File: config.mk
export PLATFORM = sky130hd
export DESIGN_NAME = seg7_disp_logic
export DESIGN_NICKNAME = d
export VERILOG_FILES = /design/src/rtl/seg7_disp_logic.sv
export SDC_FILE = /design/constraint.sdc
export NUM_CORES = 1
export LEC_CHECK = 0
export BUFFER_PORTS_ARGS = -buffer_cell sky130_fd_sc_hd__buf_2
export CELL_PAD_IN_SITES_DETAIL_PLACEMENT = 1
export CELL_PAD_IN_SITES_GLOBAL_PLACEMENT = 1
export CORE_MARGIN = 2
export CORE_UTILIZATION = 37
export CTS_CLUSTER_DIAMETER = 200
export CTS_CLUSTER_SIZE = 10
export DETAILED_ROUTE_END_ITERATION = 16
export HOLD_SLACK_MARGIN = 0.02
export PLACE_DENSITY_LB_ADDON = 0.1
export SLEW_MARGIN = 20
export SYNTH_ARGS = -nofsm -noshare
export SYNTH_HDL_FRONTEND = slang
export SYNTH_SLANG_ARGS = --single-unit
File: constraint.sdc
create_clock -name Bus2IP_Clk -period 2.3 [get_ports Bus2IP_Clk]
set_clock_uncertainty 0.05 [all_clocks]
set_input_delay 0.46 -clock Bus2IP_Clk [delete_from_list [all_inputs] [get_ports Bus2IP_Clk]]
set_output_delay 0.46 -clock Bus2IP_Clk [all_outputs]
set_load 0.05 [all_outputs]
File: src/rtl/seg7_disp_logic.sv
// rtl/seg7_disp_logic.sv - bus-writable 4-digit multiplexed 7-segment display driver
//
// Purpose:
//   The CPU writes two registers through the 2-register IPIF slave attachment.
//   The block scans a common-anode 4-digit display from those registers.
//     DATA (0x00): [15:0] hex nibbles (digit k = [4k+3:4k]), [19:16] decimal points
//     CTRL (0x04): [0] EN, [1] BLINK, [7:4] per-digit MASK
//
// Ports:
//   Bus2IP_Clk     clock (the only clock)
//   Bus2IP_Resetn  asynchronous active-low reset
//   Bus2IP_Data    write data
//   Bus2IP_BE      byte enables for Bus2IP_Data
//   Bus2IP_RdCE    read chip enables, [1] = DATA, [0] = CTRL
//   Bus2IP_WrCE    write chip enables, same mapping
//   IP2Bus_Data    combinational read data
//   IP2Bus_RdAck   read acknowledge, same cycle as the enable
//   IP2Bus_WrAck   write acknowledge, same cycle as the enable
//   IP2Bus_Error   always 0
//   seg_n          active-low segments, bit0 = a .. bit6 = g, bit7 = dp
//   dig_n          active-low digit anodes, bit0 = rightmost digit
module seg7_disp_logic #(
  parameter int C_NUM_REG    = 2,
  parameter int C_SLV_DWIDTH = 32,
  parameter int C_SCAN_DIV   = 16384,
  parameter int C_BLINK_DIV  = 64
) (
  input  logic                      Bus2IP_Clk,
  input  logic                      Bus2IP_Resetn,
  input  logic [C_SLV_DWIDTH-1:0]   Bus2IP_Data,
  input  logic [C_SLV_DWIDTH/8-1:0] Bus2IP_BE,
  input  logic [C_NUM_REG-1:0]      Bus2IP_RdCE,
  input  logic [C_NUM_REG-1:0]      Bus2IP_WrCE,
  output logic [C_SLV_DWIDTH-1:0]   IP2Bus_Data,
  output logic                      IP2Bus_RdAck,
  output logic                      IP2Bus_WrAck,
  output logic                      IP2Bus_Error,
  output logic [7:0]                seg_n,
  output logic [3:0]                dig_n
);

  localparam int PW = (C_SCAN_DIV > 1) ? $clog2(C_SCAN_DIV) : 1;
  localparam int BW = (C_BLINK_DIV > 1) ? $clog2(C_BLINK_DIV) : 1;
  localparam logic [PW-1:0] SCAN_LAST  = PW'(C_SCAN_DIV - 1);
  localparam logic [BW-1:0] BLINK_LAST = BW'(C_BLINK_DIV - 1);

  logic [19:0]   data_q;
  logic          en_q;
  logic          blink_q;
  logic [3:0]    mask_q;

  logic [PW-1:0] prescale_q;
  logic [1:0]    idx_q;
  logic [BW-1:0] blink_cnt_q;
  logic          phase_q;

  logic          tick;
  logic [1:0]    next_idx;
  logic [3:0]    nibble;
  logic          dp;
  logic          visible;
  logic [6:0]    seg_dec;

  // Data bits [31:20] and the top byte enable have no storage behind them.
  logic unused_bits;
  assign unused_bits = &{1'b0, Bus2IP_Data[31:20], Bus2IP_BE[3]};

  // Register writes, byte-qualified.
  always_ff @(posedge Bus2IP_Clk or negedge Bus2IP_Resetn) begin
    if (!Bus2IP_Resetn) begin
      data_q  <= '0;
      en_q    <= 1'b0;
      blink_q <= 1'b0;
      mask_q  <= '0;
    end else begin
      if (Bus2IP_WrCE[1]) begin
        if (Bus2IP_BE[0]) data_q[7:0]   <= Bus2IP_Data[7:0];
        if (Bus2IP_BE[1]) data_q[15:8]  <= Bus2IP_Data[15:8];
        if (Bus2IP_BE[2]) data_q[19:16] <= Bus2IP_Data[19:16];
      end
      if (Bus2IP_WrCE[0] && Bus2IP_BE[0]) begin
        en_q    <= Bus2IP_Data[0];
        blink_q <= Bus2IP_Data[1];
        mask_q  <= Bus2IP_Data[7:4];
      end
    end
  end

  always_comb begin
    IP2Bus_Data = '0;
    case (Bus2IP_RdCE)
      2'b10:   IP2Bus_Data = {12'b0, data_q};
      2'b01:   IP2Bus_Data = {24'b0, mask_q, 2'b00, blink_q, en_q};
      default: IP2Bus_Data = '0;
    endcase
  end

  assign IP2Bus_RdAck = |Bus2IP_RdCE;
  assign IP2Bus_WrAck = |Bus2IP_WrCE;
  assign IP2Bus_Error = 1'b0;

  // Everything on the pins is prepared for the slot about to start, so the
  // values are taken for the next index rather than the current one.
  assign tick     = (prescale_q == SCAN_LAST);
  assign next_idx = idx_q + 2'd1;
  assign nibble   = data_q[{next_idx, 2'b00} +: 4];
  assign dp       = data_q[16 + next_idx];
  assign visible  = en_q & mask_q[next_idx] & (~blink_q | phase_q);

  // Active-low {g,f,e,d,c,b,a}.
  always_comb begin
    seg_dec = 7'h7F;
    case (nibble)
      4'h0: seg_dec = 7'h40;
      4'h1: seg_dec = 7'h79;
      4'h2: seg_dec = 7'h24;
      4'h3: seg_dec = 7'h30;
      4'h4: seg_dec = 7'h19;
      4'h5: seg_dec = 7'h12;
      4'h6: seg_dec = 7'h02;
      4'h7: seg_dec = 7'h78;
      4'h8: seg_dec = 7'h00;
      4'h9: seg_dec = 7'h10;
      4'hA: seg_dec = 7'h08;
      4'hB: seg_dec = 7'h03;
      4'hC: seg_dec = 7'h46;
      4'hD: seg_dec = 7'h21;
      4'hE: seg_dec = 7'h06;
      4'hF: seg_dec = 7'h0E;
      default: seg_dec = 7'h7F;
    endcase
  end

  // Scan, blink and pin registers. The frame tick lights digit 0 with the
  // phase that the frame's other three digits used, and only then toggles,
  // so each 1-2-3-0 group is uniformly lit or blank.
  always_ff @(posedge Bus2IP_Clk or negedge Bus2IP_Resetn) begin
    if (!Bus2IP_Resetn) begin
      prescale_q  <= '0;
      idx_q       <= '0;
      blink_cnt_q <= '0;
      phase_q     <= 1'b1;
      seg_n       <= 8'hFF;
      dig_n       <= 4'hF;
    end else begin
      prescale_q <= tick ? '0 : prescale_q + 1'b1;
      if (tick) begin
        idx_q <= next_idx;
        if (idx_q == 2'd3) begin
          if (blink_cnt_q == BLINK_LAST) begin
            blink_cnt_q <= '0;
            phase_q     <= ~phase_q;
          end else begin
            blink_cnt_q <= blink_cnt_q + 1'b1;
          end
        end
        if (visible) begin
          dig_n <= ~(4'b0001 << next_idx);
          seg_n <= {~dp, seg_dec};
        end else begin
          dig_n <= 4'hF;
          seg_n <= 8'hFF;
        end
      end
    end
  end

endmodule

* Word-level counts from Yosys, hierarchy flattened
Memories as Yosys holds them, arrays and structs flattened.
Index checks and enable logic that the tools add are counted.
** Cells by class
- Add/subtract/negate cells :: 4
- $lt $le $gt $ge :: 2
- Eq/ne operators :: 5
- Shift operators :: 2
- Muxes and demuxes :: 9
- Bitwise gates (word level) :: 7
- Reduce and logical (&&, ||, !) cells :: 8
** Operators with widths (number)
- $pmux 20 s2 :: 1
- $shiftx 20x5->4 :: 1
- $add 14x1->14 const B :: 1
- $eq 14x14->1 const B :: 1
- $mux 14 :: 1
- $mux 8 :: 1
- $reduce_and 2->1 :: 4
- $add 5x2->6 const A :: 1
- $add 6x1->6 const B :: 1
- $eq 6x6->1 const B :: 1
- $lt 6x6->1 const B :: 1
- $mux 6 :: 1
- $bmux 1 s5 :: 1
- $eq 2x2->1 const B :: 2
- $mux 4 :: 1
- $not 4->4 :: 1
- $reduce_or 2->1 :: 2
- $shl 1x2->4 const A :: 1
- $lt 2x3->1 const B :: 1
- $not 1->1 :: 3
- $reduce_and 3->1 :: 1
- $add 2x1->2 const B :: 1
- $and 1x1->1 :: 2
- $bmux 1 s2 :: 1
- 4 further kinds :: 5
** Storage, ports and cells
- Bits in registers :: 61
- ROM bits :: 112
- Output and inout bits :: 47
- Word-level logic and storage cells :: 50
- Memories kept :: 1
** Memories
- (no name shown) :: depth 16, bits a word 7, rd ports 1, clocked after memory_dff 0, write ports 0, RTL line 113 : case (nibble)

* Longest topological paths before layout
- Depth after elaboration :: 6
- Mapped depth :: 11

* Worst setup path after synthesis
OpenSTA, ideal clock, no wires.
- Path kind :: reg2reg
- Start point :: register idx_q[0]
- End point :: register seg_n[3]
- Setup time :: 62 ps
- Arrival time :: 2198 ps
- Required time :: 2188 ps
- Slack :: -10 ps
- Stages on the path, launching flop included :: 10
- Buffers on the path :: 2
- Clock period less this slack :: 2310 ps
- Path through :: dfrtp_1 > buf_6 > inv_1 > ha_1 > clkbuf_1 > mux4_1 > inv_1 > ha_1 > a211oi_1 > o32a_1
** Between the ends
- Cells in the longest elaborated chain, start to end :: 6
- Elaborated cells on any way between the ends :: 8
** Ends and longest elaborated chain
- from (decl) :: RTL line 53 : logic [1:0] idx_q;
- from (signal assigned) :: RTL line 148 : idx_q <= next_idx;
- $add 2x1->2 (*) :: RTL line 105 : assign next_idx = idx_q + 2'd1;
- net next_idx[0] :: RTL line 58 : logic [1:0] next_idx;
- branches (longest 4 deep; another with $mem_v2 16x7)
- $mux 8 (*) :: RTL line 157 : if (visible) begin
- to (signal assigned) :: RTL line 159 : seg_n <= {~dp, seg_dec};
- to (decl) :: RTL line 38 : output logic [7:0] seg_n,
Mark *: on every way through the listed nets, which the timed path passes. The select of a mux whose other input is x is not followed.
A chain may end at the register's enable or synchronous reset.

* Final worst setup path
- Start point :: input Bus2IP_RdCE[0]
- End point :: output IP2Bus_Data[18]
** Between the ends
- Cells in the longest elaborated chain, start to end :: 2
- Elaborated cells on any way between the ends :: 3
** Ends and longest elaborated chain
- from (decl) :: RTL line 32 : input logic [C_NUM_REG-1:0] Bus2IP_RdCE,
- $eq 2x1->1 / $eq 2x2->1 (equally long branches) :: RTL line 91 : case (Bus2IP_RdCE)
- $pmux 20 s2 (*) :: RTL line 91
- to (decl) :: RTL line 34 : output logic [C_SLV_DWIDTH-1:0] IP2Bus_Data,
Mark *: on every way between the ends. The rest lies on a longest branch, timed or not.

==> results.yml <==
outcome:
  status: "finished clean"
synthesis:
  yosys-mux-area-fraction_pct: 14.82
  synth.distinct_cells: 41
  synth_area_mm2: 0.003267
  synth_seq_cells: 61
  synth.top_cell.area_share_pct: 36.77
  synth_seq_area_share_pct: 47.22
  synth_cells: 285
  synth_top_family_by_area: "multiplexers"
  synth_compound_area_share_pct: 8.924
  synth-adder-area-share_pct: 5.745
  synth-simple-area-share_pct: 13.21
  syn_avg_cell_area_um2: 11.46
  synth.largest_area_cell: "dfrtp_1"
  synth_edf_count: 0
  synth_area_leaders: "dfrtp_1 (37%), dfstp_2 (10%), mux2_2 (9.3%)"
  async_flop_share_pct: 100.0
  synth_warnings: 0
  synth_flop_cell: "dfrtp_1"
  synthXorXnorAreaFrac_pct: 3.753
place:
  dp_hpwl_um: 5418
  placed_cells: 453
  place.gp.congestion: 0.7499
  io_buffers: 62
detailed_routing:
  drc: 0
  drtPass1Iterations: 2
  finalWirelength_um: 7192
  via_count: 2315
  drt_iter0_markers: 50
  ant_nets: 0
  routedWlPerCell_um: 15.30
  viasPerCell: 4.926
layout:
  final_common_cell: "buf_2"
  layout.cells.most_common_list: "buf_2 (62), dfrtp_1 (48), mux2_2 (27), and3_1 (19), nor2_1 (18)"
  drive_gt1_share_pct: 38.40
  final_net_count: 415
  antennaDiodeCount: 0
  fin_cells: 470
  syn_to_final_growth_pct: 18.69
  utilization_pct: 44.90
  fill_cells: 976
timing:
  setup_viol: 0
  fin_tns_setup_ns: 0
  slew_viol_final: 0
  worstMarginPinSlew_ns: 0.5403
  max_freq_ghz: 0.4645
  timing.final.crit_share_pct: 93.60
  relSlewSlack_pct: 63.98
  layout_min_cycle_time_ns: 2.153
  rsz0062_at_grt: "false"
  hold_viol_final: 0
clock_network:
  clock_path_buffers: 2
  clk_latency_ns: 0.33
  cts_tree: "yes"
  htree_levels: 3
  cts_buffers: 9
  ctsRootBufferMaster: "clkbuf_8"
  postCtsHoldBufs: 0
  cts.reportedPaths.clkPinSlew_ns: 0.07
  cts_sinks: 61
setup_path:
  critPathRequiredTime_ns: 1.79
  setup.worst_path.start_class: "input port"
  critical_path_class: "in -> out"
  crit_fanout: 14
  arrival_ns: 1.64
  critPathCaptureType: "output port"
floorplanning:
  dieWidth_um: 97.97
  die_area_mm2: 0.009597
  pin_count: 89
  rows: 34
  fp.dieH_um: 97.97
  design.core.area_mm2: 0.008636
  initial_core_util_pct: 37.83
power_and_ir_drop:
  powerDensity_mw_per_mm2: 655.4
  vdd_drop_max_uv: 230.0
  p_leak_uw: 0.001896
  total_power_uw: 2541
grt:
  antenna_found_initial: 0
  gr-total-overflow: 0
  grt_pass1_vias: 2440
  grt_max_degree: 26
  grt_pass1_wl_um: 12160
  grtUsageTotal_pct: 16.12
min_path:
  hold_path.class: "in -> async"
job:
  cap_violations: 0
Yosys cell counts (2+ instances only):
library cell	count
a21o_1	2
a21oi_1	10
a22oi_1	6
and3_1	19
and3_4	2
buf_2	3
buf_4	13
buf_6	3
clkbuf_1	5
dfrtp_1	48
dfstp_2	13
ha_1	15
inv_1	10
mux2_2	27
mux2i_1	3
mux4_1	4
mux4_2	2
nand2_1	15
nand2b_1	2
nand3_1	11
nor2_1	18
nor2b_1	8
nor3_1	2
o21ai_0	9
o22a_1	2
o31ai_1	2
o32a_1	3
or2_2	3
xnor2_1	8
xor2_1	6
critical path, cell delays in order:
cell and delay, ns:
buf_2 0.11, inv_1 0.07, ha_1 0.33, buf_4 0.24
and3_1 0.16, buf_2 0.26
cell families (layout without fill, tap and decap cells):
logic type | count (synthesis) | count (layout)
AO/OA/AOI/OAI | 41 | 41
XOR/XNOR | 14 | 14
adder cells (fa/ha/maj) | 15 | 15
buffers and inverters | 34 | 99
flip-flops | 61 | 61
multiplexers | 36 | 36
other | 1 | 13
AND/OR/NAND/NOR | 83 | 83
final cells by class:
class                      count  area [um^2]  share of cell area, %
clock buffer                  14        172.7                  4.453
clock inverter                 1        5.005                 0.1291
inverter                      10        37.54                 0.9681
multi-input combinational    202         1572                  40.53
sequential                    61         1543                  39.79
tap                          108        135.1                  3.485
timing repair buffer          74        412.9                  10.65
power breakdown:
group	internal, uW	switching [uW]
clock	473	397
sequential	1140	56.5
combinational	181	292
total	1800	745
registers in the layout, summed over array words and instances, names as in the netlist:
register     cells
blink_cnt_q      6
seg_n            8
blink_q          1
prescale_q      14
en_q             1
mask_q           4
idx_q            2
phase_q          1
dig_n            4
data_q          20
layer usage:
layer	track usage (%)	share of wire (%)
met5	0	0
met3	3.794	4.9
met4	7.051	1.6
met1	21.90	48
met2	24.66	45
timing repair:
| item | CTS | global route |
|---|---|---|
| buffers inserted | 0 | 2 |
| endpoints found under the setup margin | 0 | 5 |
| resized for setup | 0 | 4 |
final timing paths:
path | startpoint | to | slack [ns] | cells past startpoint
setup / recovery | Bus2IP_RdCE[0] | IP2Bus_Data[18] | 0.15 | 6
hold / removal | Bus2IP_Resetn | prescale_q[12] | 0.05 | 1
setup reg to reg | idx_q[1] | seg_n[4] | 0.16 | 9
hold reg to reg | prescale_q[4] | prescale_q[4] | 0.42 | 1
max in group asynchronous | Bus2IP_Resetn | seg_n[0] | 1.47 | 2
min in group Bus2IP_Clk | Bus2IP_Data[11] | data_q[11] | 0.30 | 2
per-stage QoR:
stage | cell area (um^2) | hold WS (ns) | worst slack, ns
finish | 3877 | 0.05411 | 0.1472
global route | 3877 | 0.07799 | 0.03830
CTS | 3854 | 0.05225 | 0.02182
detailed placement | 3676 | 0.4156 | 0.04698
global placement | 3676 | 0.4117 | 0.1165
floorplan | 3309 | 0.1144 | 0.05428
Note: power is estimated with default switching activity, not from simulation.
